## config.mk

```make
export PLATFORM = sky130hd
export DESIGN_NAME = countdown_led_driver_flat
export DESIGN_NICKNAME = d
export VERILOG_FILES = /design/src/rtl/countdown_led_driver_if.sv /design/src/rtl/countdown_led_driver.sv /design/src/flat_wrapper.sv
export SDC_FILE = /design/constraint.sdc
export NUM_CORES = 1
export LEC_CHECK = 0
export BUFFER_PORTS_ARGS = -buffer_cell sky130_fd_sc_hd__buf_4
export CORE_ASPECT_RATIO = 0.6
export CORE_MARGIN = 2
export CORE_UTILIZATION = 34
export DETAILED_ROUTE_END_ITERATION = 10
export MAX_ROUTING_LAYER = met4
export RECOVER_POWER = 100
export SLEW_MARGIN = 20
export SYNTH_ARGS = -nofsm -noshare
export SYNTH_HDL_FRONTEND = slang
export SYNTH_SLANG_ARGS = --single-unit
```

## constraint.sdc

```tcl
create_clock -name clk_i -period 3.5 [get_ports clk_i]
set_clock_uncertainty 0.05 [all_clocks]
set_input_delay 0.35 -clock clk_i [delete_from_list [all_inputs] [get_ports clk_i]]
set_output_delay 0.35 -clock clk_i [all_outputs]
set_load 0.02 [all_outputs]
```

## src/rtl/countdown_led_driver_if.sv

```systemverilog
// Bundle between the countdown counter/divider side and the LED panel driver.
// The master drives the level, arm flag and tick strobe. The slave (the driver) returns the panel outputs.
interface countdown_led_driver_if;
  logic       tick_en;
  logic       armed;
  logic [3:0] cnt_in;
  logic [7:0] leds;
  logic       boom;
  logic       done;

  modport master (
    output tick_en, armed, cnt_in,
    input  leds, boom, done
  );

  modport slave (
    input  tick_en, armed, cnt_in,
    output leds, boom, done
  );
endinterface

```

## src/rtl/countdown_led_driver.sv

```systemverilog
// Turns the self-destruct countdown level into an 8-LED bar graph.
// The bar blinks faster as the level rises, and a flash sequence ends in all-on.
module countdown_led_driver #(
  parameter int LEVEL_MAX   = 8,
  parameter int BLINK_START = 5,
  parameter int DET_TICKS   = 6
) (
  input  logic                   clk_i,
  input  logic                   reset_i,
  countdown_led_driver_if.slave  bus_io
);
  localparam int         TW         = $clog2(LEVEL_MAX + 1);
  localparam int         DW         = $clog2(DET_TICKS + 1);
  localparam logic [3:0] LVL_MAX_C  = 4'(LEVEL_MAX);
  localparam logic [3:0] BLINK_C    = 4'(BLINK_START);
  localparam logic [DW-1:0] DET_C   = DW'(DET_TICKS);

  typedef enum logic [2:0] {S_IDLE, S_ARMED, S_BLINK, S_DET, S_DONE} state_t;

  state_t        state_q;
  logic [7:0]    leds_q;
  logic          boom_q;
  logic          done_q;
  logic [TW-1:0] tick_cnt_q;
  logic [DW-1:0] det_cnt_q;
  logic          phase_q;
  logic [3:0]    lvl_q;

  logic [3:0]    lvl;
  logic [7:0]    bar;
  logic [3:0]    half;
  logic          lvl_chg;
  logic          tick_wrap;
  logic          phase_d;
  logic [TW-1:0] tick_cnt_d;
  logic [DW-1:0] det_cnt_d;
  logic          det_last;
  state_t        arm_tgt;

  assign lvl = (bus_io.cnt_in > LVL_MAX_C) ? LVL_MAX_C : bus_io.cnt_in;

  for (genvar gi = 0; gi < 8; gi++) begin : g_bar
    assign bar[gi] = (lvl > 4'(gi));
  end

  always_comb begin
    half = LVL_MAX_C - lvl;
    if (half == 4'd0) begin
      half = 4'd1;
    end
    lvl_chg    = (lvl != lvl_q);
    tick_wrap  = bus_io.tick_en && (tick_cnt_q == TW'(half - 4'd1));
    // A level change restarts the half-period count but keeps the visible phase.
    phase_d    = phase_q ^ (tick_wrap && !lvl_chg);
    if (lvl_chg || tick_wrap) begin
      tick_cnt_d = '0;
    end else if (bus_io.tick_en) begin
      tick_cnt_d = tick_cnt_q + TW'(1);
    end else begin
      tick_cnt_d = tick_cnt_q;
    end
    det_cnt_d = det_cnt_q + DW'(1);
    det_last  = (det_cnt_d == DET_C);
    if (lvl >= LVL_MAX_C) begin
      arm_tgt = S_DET;
    end else if (lvl >= BLINK_C) begin
      arm_tgt = S_BLINK;
    end else begin
      arm_tgt = S_ARMED;
    end
  end

  always_ff @(posedge clk_i or posedge reset_i) begin
    if (reset_i) begin
      state_q    <= S_IDLE;
      leds_q     <= 8'h00;
      boom_q     <= 1'b0;
      done_q     <= 1'b0;
      tick_cnt_q <= '0;
      det_cnt_q  <= '0;
      phase_q    <= 1'b0;
      lvl_q      <= 4'd0;
    end else begin
      boom_q <= 1'b0;
      lvl_q  <= lvl;
      case (state_q)
        S_IDLE, S_ARMED, S_BLINK: begin
          if (!bus_io.armed) begin
            state_q    <= S_IDLE;
            leds_q     <= 8'h00;
            tick_cnt_q <= '0;
            phase_q    <= 1'b0;
          end else begin
            state_q <= arm_tgt;
            case (arm_tgt)
              S_DET: begin
                boom_q     <= 1'b1;
                leds_q     <= 8'hFF;
                det_cnt_q  <= '0;
                tick_cnt_q <= '0;
                phase_q    <= 1'b0;
              end
              S_BLINK: begin
                if (state_q == S_BLINK) begin
                  tick_cnt_q <= tick_cnt_d;
                  phase_q    <= phase_d;
                  leds_q     <= phase_d ? 8'h00 : bar;
                end else begin
                  tick_cnt_q <= '0;
                  phase_q    <= 1'b0;
                  leds_q     <= bar;
                end
              end
              default: begin
                tick_cnt_q <= '0;
                phase_q    <= 1'b0;
                leds_q     <= bar;
              end
            endcase
          end
        end
        S_DET: begin
          if (bus_io.tick_en) begin
            det_cnt_q <= det_cnt_d;
            if (det_last) begin
              state_q <= S_DONE;
              leds_q  <= 8'hFF;
              done_q  <= 1'b1;
            end else begin
              leds_q <= ~leds_q;
            end
          end
        end
        S_DONE: begin
          if (!bus_io.armed) begin
            state_q <= S_IDLE;
            leds_q  <= 8'h00;
            done_q  <= 1'b0;
          end
        end
        default: begin
          state_q <= S_IDLE;
          leds_q  <= 8'h00;
          done_q  <= 1'b0;
        end
      endcase
    end
  end

  assign bus_io.leds = leds_q;
  assign bus_io.boom = boom_q;
  assign bus_io.done = done_q;
endmodule

```

## src/flat_wrapper.sv

```systemverilog
// flat-port wrapper written by rule: the top's interface ports become plain ports
module countdown_led_driver_flat 
#(
  parameter int LEVEL_MAX   = 8,
  parameter int BLINK_START = 5,
  parameter int DET_TICKS   = 6
)
  (clk_i, reset_i, bus_io_tick_en, bus_io_armed, bus_io_cnt_in, bus_io_leds, bus_io_boom, bus_io_done);
  countdown_led_driver_if bus_io_i ();
  input  logic clk_i;
  input  logic reset_i;
  input wire logic [$bits(bus_io_i.tick_en)-1:0] bus_io_tick_en;
  input wire logic [$bits(bus_io_i.armed)-1:0] bus_io_armed;
  input wire logic [$bits(bus_io_i.cnt_in)-1:0] bus_io_cnt_in;
  output wire logic [$bits(bus_io_i.leds)-1:0] bus_io_leds;
  output wire logic [$bits(bus_io_i.boom)-1:0] bus_io_boom;
  output wire logic [$bits(bus_io_i.done)-1:0] bus_io_done;
  assign bus_io_i.tick_en = bus_io_tick_en;
  assign bus_io_i.armed = bus_io_armed;
  assign bus_io_i.cnt_in = bus_io_cnt_in;
  assign bus_io_leds = bus_io_i.leds;
  assign bus_io_boom = bus_io_i.boom;
  assign bus_io_done = bus_io_i.done;
  countdown_led_driver #(.LEVEL_MAX(LEVEL_MAX), .BLINK_START(BLINK_START), .DET_TICKS(DET_TICKS)) u_core (.clk_i(clk_i), .reset_i(reset_i), .bus_io(bus_io_i));
endmodule
```

**Word-level counts from Yosys, hierarchy flattened**

Index checks and enable logic that the tools add are counted.

- Add/sub/neg operators: 4
- Multiply operators: 0
- Divide/modulo/power cells: 0
- Order comparisons: 11
- Equal/unequal tests: 15
- Shift-type cells: 0
- Multiplexer cells: 36
- Bitwise logic cells: 3
- Reductions and logical operators: 13

Operators with widths:

| kind | number |
|---|---|
| 2-to-1 mux 8 bit | 6 |
| 2-to-1 mux 4 bit | 7 |
| 2-to-1 mux 3 bit | 8 |
| one-hot mux 8 bit (3 select lines) | 1 |
| greater-than comparator 4 x 3 -> 1 bit, second input constant | 4 |
| one-hot mux 8 bit (2 select lines) | 1 |
| == test 3 x 2 -> 1 bit, second input constant | 4 |
| 2-to-1 mux 1 bit | 9 |
| one-hot mux 3 bit (3 select lines) | 1 |
| greater-than comparator 4 x 1 -> 1 bit, second input constant | 2 |
| greater-than comparator 4 x 2 -> 1 bit, second input constant | 2 |
| != test 2 bit, second input constant | 4 |
| NOT 8 bit | 1 |
| AND reduction 4 bit | 2 |
| == test 3 bit, second input constant | 2 |
| one-hot mux 3 bit (2 select lines) | 1 |
| != test 5 x 4 -> 1 bit, second input constant | 1 |
| adder 4 x 1 -> 4 bit, second input constant | 1 |
| == test 4 bit | 1 |
| >= comparator 4 x 3 -> 1 bit, second input constant | 1 |
| >= comparator 4 bit, second input constant | 1 |
| greater-than comparator 4 bit, second input constant | 1 |
| logical NOT 4 bit | 1 |
| != test 4 bit | 1 |
| other kinds (17) | 19 |

- Register bits: 25
- Bits in latches: 0
- Bits in writable memories: 0
- ROM bits: 0
- Input port bits: 8
- Output and inout bits: 10
- Logic and storage cells: 90
- Memories kept: 0

**Depth between registers and ports, before layout**

- Word-level depth: 15
- Gate-level depth with buffers: 12

**Worst setup path after synthesis**

Ideal clock, no wire load.

- Kind: input to register
- From: in bus_io_cnt_in[3]
- To: reg u_core.leds_q[1], in the netlist u_core.bus_io.leds[1]
- Setup time: 126 ps
- Data arrival time: 3003 ps
- Required time: 3324 ps
- Slack: 321 ps
- Stages: 12
- Cell sequence: clkbuf_1 -> nand2b_1 -> ha_1 -> inv_1 -> ha_1 -> nor2_1 -> nor3_1 -> or4_1 -> a211oi_2 -> xor2_1 -> a21oi_2 -> a221o_1

- Cells in the longest elaborated chain, start to end: 15

RTL lines:

| what | RTL line | RTL |
|---|---|---|
| start: declaration | flat_wrapper.sv:14 | `input wire logic [$bits(bus_io_i.cnt_in)-1:0] bus_io_cnt_in;` |
| greater-than comparator 4 bit | countdown_led_driver.sv:40 | `assign lvl = (bus_io.cnt_in > LVL_MAX_C) ? LVL_MAX_C : bus_io.cnt_in;` |
| 2-to-1 mux 4 bit (*) | countdown_led_driver.sv:40 |  |
| subtractor 4 bit | countdown_led_driver.sv:47 | `half = LVL_MAX_C - lvl;` |
| logical NOT 4 bit | countdown_led_driver.sv:48 | `if (half == 4'd0) begin` |
| 2-to-1 mux 4 bit | countdown_led_driver.sv:48 |  |
| subtractor 4 x 1 -> 4 bit | countdown_led_driver.sv:52 | `tick_wrap = bus_io.tick_en && (tick_cnt_q == TW'(half - 4'd1));` |
| == test 4 bit | countdown_led_driver.sv:52 |  |
| logical AND 1 bit | countdown_led_driver.sv:52 |  |
| logical AND 1 bit | countdown_led_driver.sv:54 | `phase_d = phase_q ^ (tick_wrap && !lvl_chg);` |
| bitwise XOR 1 bit | countdown_led_driver.sv:54 |  |
| 2-to-1 mux 8 bit | countdown_led_driver.sv:107 | `leds_q <= phase_d ? 8'h00 : bar;` |
| 2-to-1 mux 8 bit | countdown_led_driver.sv:104 | `if (state_q == S_BLINK) begin` |
| one-hot mux 8 bit (2 select lines) (*) | countdown_led_driver.sv:95 | `case (arm_tgt)` |
| 2-to-1 mux 8 bit (*) | countdown_led_driver.sv:88 | `if (!bus_io.armed) begin` |
| one-hot mux 8 bit (3 select lines) (*) | countdown_led_driver.sv:86 | `case (state_q)` |
| end signal: assignment | countdown_led_driver.sv:107 |  |
| end signal: assignment | countdown_led_driver.sv:111 | `leds_q <= bar;` |
| end signal: assignment | countdown_led_driver.sv:117 | `leds_q <= bar;` |
| end: declaration | countdown_led_driver.sv:21 | `logic [7:0] leds_q;` |

Every way passes the cells marked *; elsewhere a longest branch is shown, timed or not.
A chain may end at the register's enable or synchronous reset.

**Worst setup path after layout**

- From: in bus_io_cnt_in[3]
- To: reg u_core.leds_q[3], in the netlist u_core.bus_io.leds[3]

- Cells in the longest elaborated chain, start to end: 15

RTL lines:

| what | RTL line | RTL |
|---|---|---|
| greater-than comparator 4 bit (*) | countdown_led_driver.sv:40 |  |
| 2-to-1 mux 4 bit (*) | countdown_led_driver.sv:40 |  |
| net u_core.lvl[0] | countdown_led_driver.sv:29 | `logic [3:0] lvl;` |
| subtractor 4 bit | countdown_led_driver.sv:47 |  |
| logical NOT 4 bit | countdown_led_driver.sv:48 |  |
| 2-to-1 mux 4 bit | countdown_led_driver.sv:48 |  |
| subtractor 4 x 1 -> 4 bit | countdown_led_driver.sv:52 |  |
| == test 4 bit | countdown_led_driver.sv:52 |  |
| logical AND 1 bit | countdown_led_driver.sv:52 |  |
| logical AND 1 bit | countdown_led_driver.sv:54 |  |
| bitwise XOR 1 bit | countdown_led_driver.sv:54 |  |
| 2-to-1 mux 8 bit | countdown_led_driver.sv:107 |  |
| 2-to-1 mux 8 bit | countdown_led_driver.sv:104 |  |
| one-hot mux 8 bit (2 select lines) (*) | countdown_led_driver.sv:95 |  |
| 2-to-1 mux 8 bit (*) | countdown_led_driver.sv:88 |  |
| one-hot mux 8 bit (3 select lines) (*) | countdown_led_driver.sv:86 |  |

The timed path passes the listed nets; every way through them passes the cells marked *.

==> results.yml <==
global_routing:
  grt_max_degree: 26
  grt_util_all_layers_pct: 15.90
  first_global_vias: 1223
  grt_pass1_wl_mm: 6.230
  grt_antenna_before_repair: 0
  grt-ovfl-total: 0
floorplanning:
  fp.dieArea_um2: 5004
  io_pins: 18
  dieWidth_um: 90.01
  std_cell_rows: 18
  die-height_um: 55.60
  fp.coreArea_um2: 4189
  initial_utilization_pct: 36.02
route:
  detail_route.first_pass.iterations: 4
  antenna_violating_nets_post_route: 0
  avgViaCountPerCell: 5.346
  remaining_design_rule_violation_count: 0
  routed-via-count: 1283
  initialDrtViolationCount: 83
  routedWlPerCell_um: 14.97
  wl_mm: 3.593
place:
  hpwlAfterDp_mm: 2.700
  final_replace_weighted_congestion: 0.8217
  dp.cells: 236
  port_buffers: 17
  cell_area_after_placement_um2: 1685
layout:
  diodes: 0
  num-fill-cells: 441
  flow.area_growth_from_synthesis_pct: 11.77
  drive_above_1_share_pct: 7.222
  postLayoutCoreUtil_pct: 40.26
  post_layout_nonfiller_instances: 240
  nets: 196
  post_layout_inst_area_um2: 1687
sta:
  fmax_mhz: 322.5
  finalSetupViolations: 0
  tns_ps: 0
  finalCritPeriodShare_pct: 88.60
  unrepaired_setup_endpoints_after_global_routing: "false"
  drv_slew: 0
  fin_worst_hold_slack_ps: 252.6
  slew_headroom_pct: 1.098
  min_cycle_time_layout_ps: 3101
  least_margin_pin_slew_ps: 1468
  finalHoldViolCount: 0
clocking:
  cts.htree.levels: 1
  clk_root_buffer_cell: "clkbuf_8"
  insertion_delay_ps: 270
  clkTransAtPathRegs_ps: 90
  cts_setup_buffers: 0
  ctsLongestPathBuffers: 2
  post_cts_resized: 0
  tritoncts_clock_tree: "built"
  clock_sink_count: 25
  clock_buffers_created_by_tritoncts: 3
  hold_buffers: 0
synth:
  seq_cells_post_synth: 25
  syn_avg_cell_area_um2: 9.145
  ys_async_rst_share_pct: 100.0
  post-synth-top-count-cell: "dfrtp_1"
  synth_flop_cell: "dfrtp_1"
  gate_count_of_the_mapped_netlist: 165
  synth_seq_area_share_pct: 41.46
  synth.area.top_cells: "dfrtp_1 (41%), ha_1 (5.8%), o21ai_0 (4.6%), a21oi_1 (4.0%), a221o_1 (4.0%)"
  synth_enable_flop_cells: 0
  syn-num-nets: 180
  yosysWarningCount: 0
  mappedNetlistArea_um2: 1509
  synth_top_cell_area_share_pct: 41.46
  yosys.area.top_type: "dfrtp_1"
  count_of_unique_library_cells_instantiated_by_yosys: 44
  synth_top_cells_by_count: "dfrtp_1 (25), o21ai_0 (14), nand2_1 (13)"
run:
  cap_violations: 1
worst_setup_path:
  timing.critical_path.to_type: "register"
  critPathArrivalTime_ps: 3210
  worst_ep_required_time_ps: 3600
  crit_path_start_kind: "input port"
  worst-path-max-fanout: 17
  critical_path_class: "input port to register"
run_status:
  outcome: "finished, violations left"
  failed_checks: "capacitance limit"
power_and_ir_drop:
  total_leakage_power_nw: 0.7566
  power.density_nw_per_um2: 423.9
  peakVddDrop_mv: 0.1772
min_path:
  worstHoldPathType: "input port to register"
[sequential cells by signal, summed over array words and instances, names as in the netlist]
signal and count:
u_core.bus_io.boom 1, u_core.phase_q 1, u_core.bus_io.done 1, u_core.lvl_q 4, u_core.tick_cnt_q 4, u_core.state_q 3
u_core.bus_io.leds 8, u_core.det_cnt_q 3
[stage by stage]
| stage | total power [mW] | setup slack, ps |
|---|---|---|
| 3_5_place_dp | 0.5662 | 132.3 |
| 4_1_cts | 0.7423 | 410.6 |
| 5_1_grt | 0.7597 | 144.9 |
| 2_1_floorplan | 0.4873 | 321.3 |
| 6_report | 0.7149 | 399.0 |
| 3_3_place_gp | 0.5598 | 242.9 |
[critical path, cell delays in order]
cell      delay (ps)
buf_4            170
nor2b_1          170
inv_1             80
ha_1             250
inv_1             80
ha_1             240
nor2_1           150
nor3_1            80
or4_1            540
a211oi_2         320
xor2_1           260
a21oi_2          150
a221o_1          370
[final timing paths]
path                                            startpoint                                end  slack, ps  cells past startpoint
hold / removal                            bus_io_cnt_in[3]          u_core.lvl_q[3]$_DFF_PP0_        250                      1
hold reg to reg            u_core.det_cnt_q[1]$_DFFE_PP0P_    u_core.det_cnt_q[1]$_DFFE_PP0P_        470                      2
setup reg to reg             u_core.state_q[0]$_DFFE_PP0P_  u_core.bus_io.leds[4]$_DFFE_PP0P_        730                      5
setup / recovery                          bus_io_cnt_in[3]  u_core.bus_io.leds[3]$_DFFE_PP0P_        400                     13
max in group asynchronous                          reset_i          u_core.lvl_q[1]$_DFF_PP0_       2530                      2
min in group asynchronous                          reset_i  u_core.bus_io.leds[5]$_DFFE_PP0P_        260                      2
[cell families (layout without fill, tap and decap cells)]
group | count (synthesis) | count (layout) | synth area share, %
muxes | 1 | 1 | 0.6634
xor gates and xnor gates | 7 | 7 | 4.063
adders and majority gates | 7 | 7 | 5.804
DFF | 25 | 25 | 41.46
AOI/OAI and AO/OA | 57 | 57 | 25.29
buffers and inverters | 18 | 33 | 4.975
and+or+nand+nor | 50 | 50 | 17.75
[report_power, final]
group | switching [mW] | total, mW | leakage, nW | internal (mW)
Sequential | 0.0315 | 0.354 | 0.325 | 0.323
Combinational | 0.121 | 0.185 | 0.406 | 0.0643
Clock | 0.0958 | 0.176 | 0.0255 | 0.0798
Total | 0.248 | 0.715 | 0.757 | 0.467
[cells in the final DEF, fill, tap and decap left out, drive strengths merged, types with 2 or more instances in the layout]
cell / n
a2111oi: 2
a211oi: 3
a21o: 2
a21oi: 13
a221o: 6
a22o: 2
a31oi: 2
and3: 3
buf: 5
clkbuf: 16
dfrtp: 25
ha: 7
inv: 11
nand2: 13
nand2b: 4
nand3: 2
nand4: 2
nor2: 9
nor2b: 3
nor3: 3
o21ai: 18
o21bai: 2
o31ai: 3
or3: 2
xnor2: 2
xor2: 5
[per-layer routing]
metal | vias to the layer above | wire (um) | GRT usage (%)
met1 | 609 | 1875 | 24.15
li1 | 638 | - | -
met5 | - | 0 | -
met2 | 34 | 1449 | 21.70
met3 | 2 | 257 | 4.065
met4 | 0 | 10 | 1.978
[final cells by class]
type                            count  area (um^2)  area share (%)
Clock buffer                        3        41.29           2.448
Clock inverter                      1        5.005          0.2967
Inverter                           11        41.29           2.448
Multi-Input combinational cell    122        808.3           47.92
Sequential cell                    25        625.6           37.09
Tap cell                           60        75.07           4.451
Timing Repair Buffer               18        90.09           5.341
(Power assumes the default switching activity.)
